## src/rtl/shift_pkg.sv

```systemverilog
// rtl/shift_pkg.sv - op and state encodings shared by iter_shifter and shift_step
package shift_pkg;

  localparam logic [1:0] OP_SLL = 2'b00;
  localparam logic [1:0] OP_SRL = 2'b01;
  localparam logic [1:0] OP_SRA = 2'b10;
  localparam logic [1:0] OP_ROR = 2'b11;

  typedef enum logic [1:0] {
    IDLE  = 2'd0,
    SHIFT = 2'd1,
    DONE  = 2'd2
  } state_t;

endpackage

```

## src/rtl/shift_step.sv

```systemverilog
// rtl/shift_step.sv - combinational single-step shifter, moves acc by k<=STEP bits
// op=11 rotates right when ITER_SHIFTER_ROTATE_EN is defined, otherwise decodes as SLL.
module shift_step
  import shift_pkg::*;
#(
  parameter int WIDTH = 32,
  parameter int KW    = 1
) (
  input  logic [WIDTH-1:0] acc,
  input  logic [1:0]       op,
  input  logic [KW-1:0]    k,
  output logic [WIDTH-1:0] result
);

`ifdef ITER_SHIFTER_ROTATE_EN
  // Shifting the doubled word brings the low bits back in at the top.
  logic [2*WIDTH-1:0] rot;
  assign rot = {acc, acc} >> k;
`endif

  always_comb begin
    result = acc << k;
    case (op)
      OP_SRL: result = acc >> k;
      OP_SRA: result = $signed(acc) >>> k;
`ifdef ITER_SHIFTER_ROTATE_EN
      OP_ROR: result = rot[WIDTH-1:0];
`endif
      default: result = acc << k;
    endcase
  end

endmodule

```

## src/rtl/iter_shifter.sv

```systemverilog
// rtl/iter_shifter.sv - multi-cycle shifter, up to STEP bits per clock, busy/done handshake
// Optional rotate-right on op=11 under ITER_SHIFTER_ROTATE_EN.
module iter_shifter
  import shift_pkg::*;
#(
  parameter int WIDTH = 32,
  parameter int STEP  = 1
) (
  input  logic                       clk,
  input  logic                       reset,
  input  logic                       start,
  input  logic [1:0]                 op,
  input  logic [$clog2(WIDTH)-1:0]   shamt,
  input  logic [WIDTH-1:0]           data_in,
  output logic                       busy,
  output logic                       done,
  output logic [WIDTH-1:0]           data_out
);

  localparam int SHAMT_W = $clog2(WIDTH);
  localparam int KW      = $clog2(STEP + 1);
  localparam logic [SHAMT_W:0] STEP_W = (SHAMT_W + 1)'(STEP);

  state_t               state;
  logic [WIDTH-1:0]     acc;
  logic [SHAMT_W-1:0]   rem;
  logic [1:0]           op_q;

  logic [SHAMT_W:0]     rem_w;
  logic [KW-1:0]        step_k;
  logic [SHAMT_W-1:0]   rem_next;
  logic [WIDTH-1:0]     step_out;

  // STEP may equal WIDTH, which needs one more bit than rem can hold.
  assign rem_w    = {1'b0, rem};
  assign step_k   = (rem_w >= STEP_W) ? KW'(STEP) : KW'(rem_w);
  assign rem_next = rem - SHAMT_W'(step_k);

  shift_step #(
    .WIDTH (WIDTH),
    .KW    (KW)
  ) u_step (
    .acc    (acc),
    .op     (op_q),
    .k      (step_k),
    .result (step_out)
  );

  always_ff @(posedge clk or posedge reset) begin
    if (reset) begin
      state    <= IDLE;
      busy     <= 1'b0;
      done     <= 1'b0;
      data_out <= '0;
      acc      <= '0;
      rem      <= '0;
      op_q     <= OP_SLL;
    end else begin
      case (state)
        SHIFT: begin
          acc <= step_out;
          rem <= rem_next;
          if (rem_next == '0) begin
            data_out <= step_out;
            state    <= DONE;
            busy     <= 1'b0;
            done     <= 1'b1;
          end
        end
        default: begin
          // IDLE and DONE both accept, so DONE can chain straight into a new shift.
          if (start) begin
            acc  <= data_in;
            rem  <= shamt;
            op_q <= op;
            if (shamt == '0) begin
              data_out <= data_in;
              state    <= DONE;
              busy     <= 1'b0;
              done     <= 1'b1;
            end else begin
              state <= SHIFT;
              busy  <= 1'b1;
              done  <= 1'b0;
            end
          end else begin
            state <= IDLE;
            busy  <= 1'b0;
            done  <= 1'b0;
          end
        end
      endcase
    end
  end

endmodule

```

## config.mk

```make
export PLATFORM = sky130hd
export DESIGN_NAME = iter_shifter
export DESIGN_NICKNAME = d
export VERILOG_FILES = /design/src/rtl/shift_pkg.sv /design/src/rtl/shift_step.sv /design/src/rtl/iter_shifter.sv
export SDC_FILE = /design/constraint.sdc
export NUM_CORES = 1
export LEC_CHECK = 0
export CAP_MARGIN = 25
export CORE_UTILIZATION = 38
export CTS_CLUSTER_DIAMETER = 100
export DETAILED_ROUTE_END_ITERATION = 16
export SYNTH_ARGS = -nofsm -noshare
export SYNTH_HDL_FRONTEND = slang
export SYNTH_SLANG_ARGS = --single-unit
```

## constraint.sdc

```tcl
create_clock -name clk -period 3.45 [get_ports clk]
set_input_delay 0.5175 -clock clk [delete_from_list [all_inputs] [get_ports clk]]
set_output_delay 0.5175 -clock clk [all_outputs]
set_load 0.005 [all_outputs]
```

==> impl_results.md <==
* Status: finished clean
* Max Slew Vio Count at 0
* Count of cell types in the netlist at 41
* Routed WL at 11.4 mm
* Area after DPL at between 5000 and 6000 um2
* CTS tree: built
* Worst hold path class: reg -> reg
* Multi-input gate area at 2190 um2
* Buf/Inv on CP at 3
* Setup Fix Bufs, Post-CTS at 0
* Vias in the first global route at 3920
* Initial Util at 39.2%
* Arrival time worst endpoint at 2840 ps
* GP Congestion at 0.828
* CP Launch Type: flop
* # IOs at 76
* CTS clk-pin slew, worst paths at approximately 80 ps
* Met2 wire len at 5.22 mm
* Initial antenna violation count at 0
* Clock latency on the worst-skew pair at 340 ps
* GRT Total Usage at between 20% and 30%
* Top_reg_cell synth: dfrtp_1
* Reg area at around 1800 um2
* Net Count, Synth at about 540
* Post_cts resized at 0
* DR vias at roughly 3900
* Yosys reg bits at 73
* Total of max-cap violations at 0
* Critical R2R Launch: rem[2]$_DFFE_PP0N_
* Num rows at 38
* Worst Path Class, Setup: reg -> reg
* Largest area contributor in the netlist: dfrtp_1
* EDFF count, synth at 0
* Layout Area Growth over Synthesis at 24.0%
* Worst-case clock buffer depth at 2
* Hold worst-path end: data_out[7]$_DFFE_PP0P_
* DR vias/cell at 5.55
* DRT Pass-1 Iters at 5
* Clk sinks at 73
* Max layer used: met4
* Root Buffer: clkbuf_8
* Post-Syn Area per Cell at 8.59 um2
* Post-route minimum period at between 2000 and 3000 ps
* Layout cells sized above 1 at around a tenth
* CP required at ~3700 ps
* Pwr dens at around 970 nW/um2
* Hold_sp: data_out[7]$_DFFE_PP0P_
* Crit path max fanout at 20
* Crit path max-delay family: compound AO/OA/AOI/OAI gates
* Slew headroom at a little over half
* Maximum vdd drop at between 0.0004 and 0.0005 V
* Setup Skew at between 10 and 15 ps
* Hold-fix buffers at CTS at 0
* Fmax at about 0.39 GHz
* DPL Wire Length at between 7 and 8 mm
* Initial DRC count at 160
* DIE AREA at 11600 um2
* Commonest non-fill, non-tap cell in the layout: clkdlybuf4s50_1
* Die W at 108 um
* R2R Path End: data_out[27]$_DFFE_PP0P_
* Fraction of registers with async set/reset at 100%
* CTS H-tree depth at 3
* Sequential area share after synthesis at between 40% and 50%
* N_diodes at 0
* Setup tns final at 0 ps
* Min-Delay Path Depth at 2
* Slew @ Worst Pin at approximately 710 ps
* Grt ovf at 0
* Port Buffers at 75
* Flop-to-flop setup slack at just under 900 ps
* Largest net degree at the start of global routing at 50
* Core ar. at around 11000 um2
* Yosys warnings at 0
* Final net count at about 600
* Synth top area share at 42.9%
* Post-Synthesis Cell Area at around 4300 um2
* RSZ-0062 raised after global routing: no
* Slowest Stage Delay on Critical Path at just under 500 ps
* Met3 wire length at 595 um
* DRC viols at 0
* First-pass GRT wire length at a little under 20 mm
* Slowest CP cell: dfrtp_1
* Critical path capture point type: flop
* Top area cells in the synthesized netlist: dfrtp_1 (43%), a21oi_1 (7.9%), nand2_1 (6.2%)
* Critical-path cell list: nor3_4, a21oi_1, inv_1, ha_1, nand4bb_1, a2111oi_4, a41oi_4, buf_4, inv_2, o21ai_0, o21ai_1
* Drt wl/cell at approximately 16 um
* Wl on met1 at between 5 and 6 mm
* Final period util at about 75%
* Final setup viols at 0
* Most frequent cells in the layout: clkdlybuf4s50_1 (75), dfrtp_1 (73), nand2_1 (70)
* Routed Antenna Nets at 0
* Final Cell Area at roughly 5300 um2
* Reg2Reg Depth at 11
* Number of CTS-inserted buffers at 9
* Die height at 108 um
* Filler cells at 1088
* Hold Fails Final Rpt at 0
* P_leak at roughly 0.0022 uW
* Syn Inst Count at approximately 500
-- cell usage after synthesis, types with 2 or more instances --
cell	instances
nand2b_1	2
inv_1	19
clkbuf_1	24
o21ai_1	44
nor2_1	11
mux2_2	4
dfrtp_1	73
nor3_1	18
o21ai_0	40
a221oi_2	4
buf_4	2
a21oi_1	67
mux2_4	2
buf_1	3
a21boi_0	2
nand2_1	70
a211oi_1	16
nor2b_1	4
a211oi_2	9
or2_2	2
nand3_1	19
ha_1	4
o22a_1	14
buf_2	11
mux2i_1	16
-- routing by layer --
metal	vias up	global-route usage (%)
met5	-	0
met4	0	7.24
met3	15	4.36
met2	118	33.4
met1	1844	28.5
li1	1888	-
-- final cells by class --
class	instances	area share (%)
inverter	20	1.42
clock buffer	14	3.08
timing repair buffer	86	16.0
clock inverter	2	0.237
sequential	73	34.6
multi-input combinational	362	41.4
tap	140	3.31
-- cell families (layout without fill, tap and decap cells) --
logic type / count (synthesis) / in the layout / share of synthesized area, %
buf+inv: 61 / 122 / 6.05
mux: 22 / 22 / 5.52
xor+xnor: 1 / 1 / 0.205
fa+ha+maj: 4 / 4 / 1.17
simple gates: 132 / 132 / 14.1
compound gates: 203 / 203 / 30.1
flops: 73 / 73 / 42.9
-- sequential cells by signal, summed over array words and instances, names as in the netlist --
signal / cells
busy: 1
op_q: 2
data_out: 32
done: 1
rem: 5
acc: 32
-- worst max-delay path by stage --
| stage | from | to | slack, ps | depth (start not counted) |
|---|---|---|---|---|
| 6_report | rem[2]$_DFFE_PP0N_ | data_out[27]$_DFFE_PP0P_ | 870 | 11 |
| 3_5_place_dp | rem[2]$_DFFE_PP0N_ | data_out[27]$_DFFE_PP0P_ | 880 | 11 |
| 4_1_cts | rem[2]$_DFFE_PP0N_ | data_out[27]$_DFFE_PP0P_ | 860 | 11 |
| 2_1_floorplan | rem[2]$_DFFE_PP0N_ | data_out[28]$_DFFE_PP0P_ | 960 | 10 |
| 3_3_place_gp | rem[2]$_DFFE_PP0N_ | data_out[30]$_DFFE_PP0P_ | 950 | 10 |
| 5_1_grt | rem[2]$_DFFE_PP0N_ | data_out[30]$_DFFE_PP0P_ | 600 | 11 |
-- stage by stage --
| step | setup slack, ps | cells | hold slack, ps | total power [uW] | util [%] |
|---|---|---|---|---|---|
| 4_1_cts | 858 | 697 | 494 | 5160 | 48.6 |
| 3_5_place_dp | 877 | 681 | 474 | 4520 | 46.9 |
| 6_report | 871 | 697 | 486 | 5130 | 48.6 |
| 2_1_floorplan | 959 | 496 | 465 | 3640 | - |
| 5_1_grt | 604 | 697 | 522 | 5580 | 48.6 |
| 3_3_place_gp | 952 | 681 | 469 | 4450 | 46.9 |
-- tightest hold or removal path, delay by kind of cell, from the launching register on --
family,cells,cell delay [ps]
simple gates,1,40
flops,1,350
compound gates,1,60
-- where the power goes --
part	switching (uW)	internal [uW]	total [uW]	leakage (uW)
Combinational	1720	1260	2980	0.00121
Sequential	299	1230	1530	0.000932
Clock	321	301	622	0.0000867
Total	2340	2800	5130	0.00223
Power figures use the tool's default switching activity.
